===== config.mk =====
export PLATFORM = sky130hd
export DESIGN_NAME = msg_rx_fifo
export DESIGN_NICKNAME = d
export VERILOG_FILES = /design/src/rtl/msg_pkg.sv /design/src/rtl/msg_rx_fifo_ptr_wrap.sv /design/src/rtl/msg_rx_fifo.sv
export SDC_FILE = /design/constraint.sdc
export NUM_CORES = 1
export LEC_CHECK = 0
export BUFFER_PORTS_ARGS = -buffer_cell sky130_fd_sc_hd__buf_2
export CAP_MARGIN = 15
export CORE_MARGIN = 2
export CORE_UTILIZATION = 51
export CTS_BUF_LIST = sky130_fd_sc_hd__clkbuf_16
export CTS_CLUSTER_SIZE = 25
export DETAILED_ROUTE_END_ITERATION = 8
export PLACE_DENSITY = 0.75
export SLEW_MARGIN = 20
export SYNTH_ARGS = -nofsm -noshare
export SYNTH_HDL_FRONTEND = slang
export SYNTH_SLANG_ARGS = --single-unit

===== constraint.sdc =====
create_clock -name ck -period 3.63 [get_ports ck]
set_input_delay 0.1815 -clock ck [delete_from_list [all_inputs] [get_ports ck]]
set_output_delay 0.1815 -clock ck [all_outputs]
set_load 0.02 [all_outputs]

===== src/rtl/msg_pkg.sv =====
// ----------------------------------------------------------------------------
// msg_pkg
// Shared types and constants for the message receive path.
//   pay    : 32-bit message as four packed bytes, a is the most significant.
//   MSG_W  : message width in bits.
//   DROP_W : width of the dropped-message counter (used when the optional
//            drop counter is built in via MSG_RX_FIFO_DROP_CNT_EN).
// ----------------------------------------------------------------------------
package msg_pkg;

    localparam int MSG_W  = 32;
    localparam int DROP_W = 8;

    typedef struct packed {
        logic [7:0] a;
        logic [7:0] b;
        logic [7:0] c;
        logic [7:0] d;
    } pay;

endpackage : msg_pkg


===== src/rtl/msg_rx_fifo_ptr_wrap.sv =====
// ----------------------------------------------------------------------------
// ptr_wrap
// log2(DEPTH)-bit pointer that advances by one on inc and wraps from
// DEPTH-1 back to 0. Synchronous clear on rst.
// Ports:
//   ck  : clock, rising edge
//   rst : synchronous active-high clear (wins over inc)
//   inc : advance the pointer this cycle
//   ptr : current pointer value
// ----------------------------------------------------------------------------
module ptr_wrap #(
    parameter int DEPTH = 4,
    parameter int PW    = (DEPTH > 1) ? $clog2(DEPTH) : 1
) (
    input  logic          ck,
    input  logic          rst,
    input  logic          inc,
    output logic [PW-1:0] ptr
);

    logic [PW-1:0] ptr_reg;
    logic [PW-1:0] ptr_next;

    always_comb begin
        ptr_next = ptr_reg;
        if (inc) begin
            // Explicit wrap keeps the pointer correct even if the width
            // were ever wider than log2(DEPTH).
            if (ptr_reg == PW'(DEPTH - 1)) begin
                ptr_next = '0;
            end else begin
                ptr_next = ptr_reg + PW'(1);
            end
        end
    end

    always_ff @(posedge ck) begin
        if (rst) begin
            ptr_reg <= '0;
        end else begin
            ptr_reg <= ptr_next;
        end
    end

    assign ptr = ptr_reg;

endmodule : ptr_wrap


===== src/rtl/msg_rx_fifo.sv =====
// ----------------------------------------------------------------------------
// msg_rx_fifo
// Queues reassembled 32-bit messages from the byte-serial consumer's receive
// strobe into a DEPTH-entry in-order FIFO and hands them to the next stage
// over valid/ready. Messages arriving while full (and not being popped in the
// same cycle) are dropped and flagged on the sticky overflow output.
//
// Optional build macro: MSG_RX_FIFO_DROP_CNT_EN
//   When defined, adds the drop_cnt output: saturating count of dropped
//   messages, cleared by rst or clr_ovf.
//
// Ports:
//   ck        : clock, rising edge
//   rst       : synchronous active-high reset
//   in_valid  : one-cycle receive strobe, in_msg valid with it
//   in_msg    : message {a,b,c,d}
//   out_valid : head entry available
//   out_ready : sink takes the head this cycle
//   out_msg   : head entry, stable while out_valid && !out_ready
//   count     : number of stored entries
//   full      : count == DEPTH
//   empty     : count == 0
//   overflow  : sticky, at least one message dropped
//   clr_ovf   : clears overflow (and drop_cnt when present)
//   drop_cnt  : dropped-message count (optional)
// ----------------------------------------------------------------------------
module msg_rx_fifo
    import msg_pkg::*;
#(
    parameter int DEPTH = 4,
    parameter int CW    = $clog2(DEPTH + 1)
) (
    input  logic              ck,
    input  logic              rst,
    input  logic              in_valid,
    input  pay                in_msg,
    output logic              out_valid,
    input  logic              out_ready,
    output pay                out_msg,
    output logic [CW-1:0]     count,
    output logic              full,
    output logic              empty,
    output logic              overflow,
    input  logic              clr_ovf
`ifdef MSG_RX_FIFO_DROP_CNT_EN
    ,
    output logic [DROP_W-1:0] drop_cnt
`endif
);

    localparam int PW = (DEPTH > 1) ? $clog2(DEPTH) : 1;

    // ------------------------------------------------------------------
    // Storage and pointers
    // ------------------------------------------------------------------
    logic [MSG_W-1:0] mem_reg [DEPTH];
    logic [PW-1:0]    wr_ptr;
    logic [PW-1:0]    rd_ptr;

    logic [CW-1:0]    count_reg;
    logic [CW-1:0]    count_next;
    logic             overflow_reg;
    logic             overflow_next;

    logic             push;
    logic             pop;
    logic             drop;

    // Status is derived purely from the registered count, so out_valid
    // never depends combinationally on in_valid (no fall-through).
    assign full      = (count_reg == CW'(DEPTH));
    assign empty     = (count_reg == '0);
    assign out_valid = !empty;

    assign pop  = out_valid && out_ready;
    // A full FIFO still accepts a message when the head leaves in the same
    // cycle; the new entry lands in the slot being freed.
    assign push = in_valid && (!full || pop);
    assign drop = in_valid && full && !pop;

    ptr_wrap #(.DEPTH(DEPTH), .PW(PW)) u_wr_ptr (
        .ck  (ck),
        .rst (rst),
        .inc (push),
        .ptr (wr_ptr)
    );

    ptr_wrap #(.DEPTH(DEPTH), .PW(PW)) u_rd_ptr (
        .ck  (ck),
        .rst (rst),
        .inc (pop),
        .ptr (rd_ptr)
    );

    // One write-enabled register per entry; storage is intentionally not
    // reset, only the pointers/count define what is valid.
    genvar gi;
    generate
        for (gi = 0; gi < DEPTH; gi++) begin : g_mem
            always_ff @(posedge ck) begin
                if (push && !rst && (wr_ptr == PW'(gi))) begin
                    mem_reg[gi] <= in_msg;
                end
            end
        end
    endgenerate

    assign out_msg = pay'(mem_reg[rd_ptr]);

    // ------------------------------------------------------------------
    // Occupancy and overflow
    // ------------------------------------------------------------------
    always_comb begin
        count_next = count_reg;
        if (push && !pop) begin
            count_next = count_reg + CW'(1);
        end else if (pop && !push) begin
            count_next = count_reg - CW'(1);
        end
    end

    always_comb begin
        overflow_next = overflow_reg;
        // A drop in the same cycle as clr_ovf keeps the flag set.
        if (drop) begin
            overflow_next = 1'b1;
        end else if (clr_ovf) begin
            overflow_next = 1'b0;
        end
    end

    always_ff @(posedge ck) begin
        if (rst) begin
            count_reg    <= '0;
            overflow_reg <= 1'b0;
        end else begin
            count_reg    <= count_next;
            overflow_reg <= overflow_next;
        end
    end

    assign count    = count_reg;
    assign overflow = overflow_reg;

`ifdef MSG_RX_FIFO_DROP_CNT_EN
    // ------------------------------------------------------------------
    // Saturating dropped-message counter
    // ------------------------------------------------------------------
    logic [DROP_W-1:0] drop_cnt_reg;
    logic [DROP_W-1:0] drop_cnt_next;

    always_comb begin
        drop_cnt_next = drop_cnt_reg;
        if (clr_ovf) begin
            // Clear restarts the count, counting a drop that coincides.
            drop_cnt_next = drop ? DROP_W'(1) : '0;
        end else if (drop && (drop_cnt_reg != '1)) begin
            drop_cnt_next = drop_cnt_reg + DROP_W'(1);
        end
    end

    always_ff @(posedge ck) begin
        if (rst) begin
            drop_cnt_reg <= '0;
        end else begin
            drop_cnt_reg <= drop_cnt_next;
        end
    end

    assign drop_cnt = drop_cnt_reg;
`endif

endmodule : msg_rx_fifo


==> results_dict.tcl, run 1 <==
set metrics [dict create \
    antenna_cells 0 \
    fin_crit_sh_pct 67.4 \
    period_needed_ps 2450 \
    cts_buffer_depth 2 \
    p_per_area_mw_per_mm2 706 \
    yosysTopAreaCell "edfxtp_1" \
    die_h_um 104 \
    hold-path-endpoint "mem_reg[3][14]" \
    final_net_count 383 \
    clock-sinks 138 \
    synth_edf_count 128 \
    synth_top_area_share_pct 74.8 \
    core_area_mm2 0.00977 \
    drtIter0Drc 87 \
    power_frac_comb_pct 18.2 \
    rr_worst_depth 4 \
    max_cap_violations 0 \
    reg2reg_to "mem_reg[0][9]" \
    r2r_setup_slack_ps 1230 \
    antenna_left 0 \
    routed_wl_mm 8.83 \
    hold_depth 1 \
    required_ps 3450 \
    hold_path_class "in2reg" \
    dpl_cell_area_mm2 0.00571 \
    hold_viol_final 0 \
    crit_type "reg2out" \
    skew_ps 7.54 \
    endpoint_kind "output port" \
    fin_area_mm2 0.00660 \
    yosysSeqAreaShare_pct 78.7 \
    root_buffer "clkbuf_16" \
    path_max_fanout 20 \
    routedWlPerCell_um 18.3 \
    syn_area_mm2 0.00514 \
    ys_ff_latch 138 \
    ys.flop_type "edfxtp_1" \
    clkPwrFrac_pct 40.2 \
    synth_area_leaders "edfxtp_1 75%, mux4_2 14%, dfxtp_1 3.9%" \
    port_buffers 75 \
    grt_usage_pct 17.4 \
    relSlewSlack_pct 35.4 \
    cts-buffers-inserted 17 \
    drtPass1Iterations 4 \
    fin_util_pct 67.6 \
    cts.clk_slew.worst_paths_ps 50 \
    synth_cell_type_count 27 \
    power.switching_mw 1.16 \
    r2r_start "count[0]" \
    dieArea_mm2 0.0109 \
    fp.dieW_um 104 \
    htreeDepth 4 \
    start_util_pct 52.6 \
    clock_latency_ps 390 \
    avgSynthCellArea_um2 23.0 \
    holdCritStartpoint "in_msg[14]" \
    ioPinCount 76 \
    power_switching_share_pct 24.9 \
    rsz0062_at_grt "no" \
    antenna_found_initial 0 \
    final_cell_mix "128 x edfxtp_1, 75 x buf_2, 32 x mux4_2" \
    drive_gt1_share_pct 42.9 \
    cts_tree "yes" \
    maxSlewViolCount 0 \
    cellLeakagePower_nw 2.32 \
    vias 2564 \
    p_int_mw 3.50 \
    grt_overflow 0 \
    fillers 628 \
    synth_fp_nets 268 \
    ys_async_sr_fraction_pct 0 \
    status "complete, no violations" \
    crit_path_start_kind "register" \
    largest_reg_flops 128 \
    grt_pass1_wl_mm 14.1 \
    hold-worst-slack_ps 10.8 \
    arrival_ps 2260 \
    clock.fmax_mhz 409 \
    rows 36 \
    grt_start_max_net_pins 33 \
    setup_violations 0 \
    irDropWorstVdd_mv 0.469 \
    yosysWarningCount 0 \
    hpwl_mm 5.02 \
    postSynthCellCount 224 \
    final_common_cell "edfxtp_1" \
    first_global_vias 2755 \
    route.detailed.drc 0 \
    power_frac_seq_pct 41.5 \
    routed_via_density 5.31 \
    area_delta_synth_final_pct 28.4 \
    finalPower_mw 4.66 \
    place.gp.congestion 0.706 \
    max_slew.worst_pin.slew_ps 964 \
]
## how the worst max path moves through the flow
stage / from / endpoint / slack [ps]
finish: register / out_msg[17] / 1180
global route: register / out_msg[10] / 1020
CTS: register / out_msg[10] / 1120
detailed placement: count[0] / mem_reg[0][7] / 1210
global placement: count[0] / count[2] / 1330
floorplan: count[0] / mem_reg[0][0] / -90
## cell type report
| class | instances | area [um^2] | share of cell area [%] |
|---|---|---|---|
| well taps | 133 | 166 | 2.52 |
| clock inverters | 13 | 224 | 3.39 |
| repair buffers | 104 | 653 | 9.89 |
| inverters | 8 | 30.0 | 0.455 |
| clock buffers | 17 | 425 | 6.44 |
| flip-flops and latches | 138 | 4050 | 61.3 |
| multi-input cells | 70 | 1060 | 16.0 |
## power by group through the flow
stage               Combinational, mW  Clock (mW)  Sequential (mW)
floorplan                       0.609           0             1.93
global placement                0.824           0             1.96
detailed placement              0.835           0             1.97
CTS                             0.860        1.91             1.94
global route                    0.911        1.97             1.96
finish                          0.849        1.88             1.94
## worst max-delay path, cell delays in order, from the launching register on
cell and delay [ps]:
dfxtp_2 620, buf_4 470, mux4_2 590, buf_2 180
## layer usage
metal,global-route usage [%],up-vias,part of all wire (%)
met4,6.37,0,0.79
met2,28.7,83,52
met5,0,-,0
li1,-,1160,-
met1,21.6,1317,42
met3,5.58,4,5.5
## cells in the mapped netlist, types with 2 or more instances
master,instances
or3_1,2
nor3b_1,5
mux2i_1,2
buf_1,3
edfxtp_1,128
a21oi_1,3
dfxtp_1,10
xor2_1,2
nor2_1,4
o21ai_0,2
nand3_1,2
buf_2,4
ha_1,6
mux4_2,32
inv_1,7
## stage by stage
stage,setup WS [ps],TNS (ps),std cells
floorplan,-86.9,-8310,224
global placement,1330,0,429
detailed placement,1210,0,429
CTS,1120,0,481
global route,1020,0,483
finish,1180,0,483
## logic make-up (layout without fill, tap and decap cells)
| logic type | count (synthesis) | count (layout) | share of synthesized area [%] |
|---|---|---|---|
| AO/OA/AOI/OAI | 8 | 8 | 1.05 |
| XOR/XNOR | 2 | 2 | 0.341 |
| adder cells (fa/ha/maj) | 7 | 7 | 1.85 |
| buffers and inverters | 16 | 142 | 1.27 |
| flip-flops | 138 | 138 | 78.7 |
| multiplexers | 34 | 34 | 14.4 |
| AND/OR/NAND/NOR | 19 | 19 | 2.43 |
## timing repair
item | 4_1_cts | 5_1_grt
gates resized for setup | 0 | 0
hold buffers | 22 | 2
setup buffers | 0 | 0
hold endpoints to repair | 86 | 5
No activity file was read; power rests on OpenSTA's default activity.
==> run 2: changes to the inputs <==
==> constraint.sdc (replaced) <==
create_clock -name ck -period 1.95 [get_ports ck]
set_input_delay 0.0975 -clock ck [delete_from_list [all_inputs] [get_ports ck]]
set_output_delay 0.0975 -clock ck [all_outputs]
set_load 0.02 [all_outputs]
==> results_dict.tcl, run 2 (synthesis gave the netlist of run 1 again) <==
set metrics [dict create \
    drive_gt1_share_pct 48.7 \
    hpwl_mm 5.46 \
    routed_via_density 5.28 \
    grt_overflow 0 \
    clock-sinks 138 \
    root_buffer "clkbuf_16" \
    arrival_ps 2320 \
    area_delta_synth_final_pct 37.9 \
    cts.clk_slew.worst_paths_ps 60 \
    crit_path_start_kind "register" \
    hold_path_class "in2reg" \
    htreeDepth 4 \
    maxSlewViolCount 0 \
    cts-buffers-inserted 17 \
    grt_usage_pct 19.5 \
    fillers 588 \
    crit_slowest_cell "or4b_4" \
    place_inst 440 \
    status "complete, but fails checks" \
    place.gp.congestion 0.730 \
    routedWlPerCell_um 20.0 \
    final_common_cell "edfxtp_1" \
    endpoint_kind "register" \
    finalNonFillerCells 521 \
    first_global_vias 2844 \
    relSlewSlack_pct 74.1 \
    dpl_cell_area_mm2 0.00592 \
    required_ps 2280 \
    cts_buffer_depth 2 \
    largest_reg_flops 128 \
    cellLeakagePower_nw 2.56 \
    clock.fmax_mhz 504 \
    max_slew.worst_pin.slew_ps 388 \
    antenna_cells 0 \
    fin_crit_sh_pct 102 \
    violations "negative setup slack" \
    start_util_pct 52.6 \
    hold-worst-slack_ps 48.1 \
    final_net_count 421 \
    path_cells "or4b_4 -> nand2_8 -> inv_4 -> ha_4 -> inv_2 -> fa_2 -> xor2_1 -> or3_1 -> a21oi_1" \
    dieArea_mm2 0.0109 \
    hold_viol_final 0 \
    max_cap_violations 0 \
    fin_util_pct 72.5 \
    antenna_found_initial 0 \
    crit_type "reg2reg" \
    rows 36 \
    rsz0062_at_grt "yes" \
    fp.dieW_um 104 \
    cts_tree "yes" \
    grt_start_max_net_pins 33 \
    clock_latency_ps 410 \
    routed_wl_mm 10.4 \
    setup_violations 1 \
    route.detailed.drc 0 \
    core_area_mm2 0.00977 \
    path_max_fanout 3 \
    port_buffers 75 \
    ioPinCount 76 \
    vias 2751 \
    irDropWorstVdd_mv 0.787 \
    drtPass1Iterations 4 \
    skew_ps 7.99 \
    fin_area_mm2 0.00709 \
    antenna_left 0 \
    p_per_area_mw_per_mm2 1280 \
    die_h_um 104 \
    slowest_delay_ps 560 \
    worst_slack_ps -34.8 \
    period_needed_ps 1980 \
    drtIter0Drc 163 \
    grt_pass1_wl_mm 15.6 \
    final_cell_mix "128 x edfxtp_1, 75 x buf_2, 33 x dlygate4sd3_1" \
]
run 2: report_power, final:
group / internal, mW / switching (mW) / total (mW)
logic: 0.931 / 1.06 / 1.99
registers: 3.43 / 0.0801 / 3.51
clock network: 2.40 / 1.18 / 3.58
total: 6.77 / 2.31 / 9.08
run 2: timing repair:
item,CTS,global route
hold buffers,33,0
resized for setup,0,2
hold endpoints to repair,129,0
endpoints found under the setup margin,74,7
gates cloned,0,1
pin swaps,4,2
buffers inserted,16,1
run 2: cell type report:
cell class,count,area [um^2],share of cell area [%]
Multi-Input combinational cell,70,1110,15.6
Clock inverter,13,240,3.39
Tap cell,133,166,2.35
Clock buffer,17,425,6.00
Sequential cell,138,4060,57.2
Timing Repair Buffer,142,1060,15.0
Inverter,8,32.5,0.459
run 2: critical path: cells and delay by family, from the launching register on:
family,cells,cell delay (ps)
XOR/XNOR,1,70
AO/OA/AOI/OAI,1,120
AND/OR/NAND/NOR,3,960
flip-flops,1,350
buffers and inverters,2,90
adder cells (fa/ha/maj),2,330
run 2: final timing paths:
kind	startpoint	end	slack, ps	cells after the start
worst max-delay path	count[0]	count[2]	-30	9
worst min-delay path	in_valid	u_wr_ptr.ptr[1]	50	3
worst max register to register	count[0]	count[2]	-30	9
worst min register to register	overflow	overflow	490	2
run 2: metal layers:
layer	share of wire (%)	global-route usage [%]
met4	1.0	5.79
met1	40	24.9
met2	55	33.0
met3	4.5	5.26
met5	0	0
run 2: stage by stage:
step | setup TNS (ps) | worst slack [ps] | power, mW
2_1_floorplan | -5150 | -82.6 | 4.80
3_3_place_gp | -967 | -47.5 | 5.37
3_5_place_dp | -3870 | -74.8 | 5.41
4_1_cts | -39.2 | -35.9 | 9.08
5_1_grt | -177 | -115 | 9.42
6_report | -34.8 | -34.8 | 9.08
==> run 3: changes to the inputs <==
--- a/config.mk
+++ b/config.mk
@@ -12,7 +12,7 @@
 export CTS_BUF_LIST = sky130_fd_sc_hd__clkbuf_16
 export CTS_CLUSTER_SIZE = 25
 export DETAILED_ROUTE_END_ITERATION = 8
-export PLACE_DENSITY = 0.75
+export PLACE_DENSITY_LB_ADDON = 0.05
 export SLEW_MARGIN = 20
 export SYNTH_ARGS = -nofsm -noshare
 export SYNTH_HDL_FRONTEND = slang
==> results_dict.tcl, run 3 (synthesis gave the netlist of run 1 again) <==
set metrics [dict create \
    grt_usage_pct 17.2 \
    route.detailed.drc 0 \
    place_inst 440 \
    finalNonFillerCells 508 \
    crit_slowest_cell "or4b_4" \
    worst_slack_ps -35.6 \
    skew_ps 7.98 \
    critPathBufInv 2 \
    path_max_fanout 3 \
    port_buffers 75 \
    fin_area_mm2 0.00686 \
    hold_path_class "in2reg" \
    core_area_mm2 0.00977 \
    rsz0062_at_grt "yes" \
    root_buffer "clkbuf_16" \
    relSlewSlack_pct 74.6 \
    rr_worst_depth 9 \
    start_util_pct 52.6 \
    fp.dieW_um 104 \
    holdCritStartpoint "in_valid" \
    crit_path_start_kind "register" \
    setup_violations 2 \
    final_common_cell "edfxtp_1" \
    clock_latency_ps 400 \
    crit_type "reg2reg" \
    cts_tree "yes" \
    max_slew.worst_pin.slew_ps 380 \
    arrival_ps 2310 \
    ioPinCount 76 \
    cts.repair.resized 0 \
    endpoint_kind "register" \
    irDropWorstVdd_mv 0.613 \
    routedWlPerCell_um 17.5 \
    htreeDepth 4 \
    largest_reg_flops 128 \
    rows 36 \
    reg2reg_to "count[2]" \
    dieArea_mm2 0.0109 \
    grt_start_max_net_pins 33 \
    fillers 648 \
    fin_tns_setup_ps -62.2 \
    antenna_left 0 \
    maxSlewViolCount 0 \
    area_delta_synth_final_pct 33.4 \
    fin_util_pct 70.2 \
    dpl_cell_area_mm2 0.00592 \
    finalPower_mw 8.44 \
    cellLeakagePower_nw 2.43 \
    antenna_found_initial 0 \
    hold_depth 3 \
    drive_gt1_share_pct 46.7 \
    routed_wl_mm 8.90 \
    clock-sinks 138 \
    p_per_area_mw_per_mm2 1230 \
    status "complete, but fails checks" \
    cts_buffer_depth 2 \
    cts-buffers-inserted 17 \
    violations "negative setup slack" \
    final_net_count 406 \
    crit_family "simple AND/OR/NAND/NOR gates" \
    die_h_um 104 \
    clock.fmax_mhz 504 \
    first_global_vias 2749 \
    routed_via_density 5.03 \
    slowest_delay_ps 560 \
    grt_pass1_wl_mm 13.9 \
    place.gp.congestion 0.680 \
    hold-worst-slack_ps 68.1 \
    max_cap_violations 0 \
    r2r_start "count[1]" \
    fin_crit_sh_pct 102 \
    hold_viol_final 0 \
    final_cell_mix "128 x edfxtp_1, 75 x buf_2, 33 x dlygate4sd3_1" \
    preCtsSetupSlack_ps -32.1 \
    antenna_cells 0 \
    path_cells "or4b_4 -> nand2_8 -> inv_4 -> ha_4 -> inv_2 -> fa_2 -> xor2_1 -> or3_1 -> a21oi_1" \
    drtIter0Drc 133 \
    period_needed_ps 1990 \
    vias 2553 \
    grt_overflow 0 \
    drtPass1Iterations 4 \
    hold-path-endpoint "u_wr_ptr.ptr[1]" \
    hpwl_mm 5.02 \
    required_ps 2280 \
    cts.clk_slew.worst_paths_ps 60 \
    r2r_setup_slack_ps -40 \
]
==> run 3: cell count changes in the layout (fill, tap and decap cells not counted), sizes merged <==
cell and delta:
buf -15, inv +2, clkinvlp +1, bufinv -5, clkinv +4
==> run 3: worst max-delay path by stage <==
stage / from / cells after the start / to / slack [ps]
after floorplan: count[1] / 9 / count[2] / -80
after global placement: count[1] / 9 / count[2] / -2
after detailed placement: count[1] / 9 / count[2] / -30
after CTS: count[1] / 9 / count[2] / -50
after global routing: count[1] / 9 / count[2] / -120
final: count[1] / 9 / count[2] / -40
==> run 3: power breakdown <==
group,internal (mW),switching (mW),total [mW]
Sequential,3.43,0.0860,3.52
Combinational,0.911,1.02,1.93
Clock,1.78,1.22,2.99
Total,6.12,2.32,8.44
==> run 3: layer usage <==
| metal | routed length, um | up-vias | share of wire (%) | track usage (%) |
|---|---|---|---|---|
| met5 | 0 | - | 0 | 0 |
| met4 | 53 | 0 | 0.60 | 6.66 |
| met3 | 261 | 4 | 2.9 | 4.51 |
| met2 | 4610 | 51 | 52 | 28.6 |
| met1 | 3970 | 1286 | 45 | 21.7 |
| li1 | - | 1212 | - | - |
==> run 3: cell type report <==
type                    count  area [um^2]  share of cell area [%]
repair buffers            127          928                    13.5
clock buffers              17          425                    6.20
clock inverters            15          144                    2.10
inverters                   8         32.5                   0.474
well taps                 133          166                    2.43
multi-input cells          70         1110                    16.1
flip-flops and latches    138         4060                    59.1
==> run 3: what timing repair did <==
item,CTS,global route
setup buffers,2,0
endpoints found under the setup margin,2,4
endpoints found under the hold margin,129,0
gates cloned,0,1
hold buffers,33,0
==> run 3: worst reg2reg max path, stage by stage (launching register included) <==
cell and delay (ps):
dfxtp_4 350, or4b_4 560, nand2_8 90, inv_4 40, ha_4 150, inv_2 50
fa_2 190, xor2_1 70, or3_1 300, a21oi_1 120
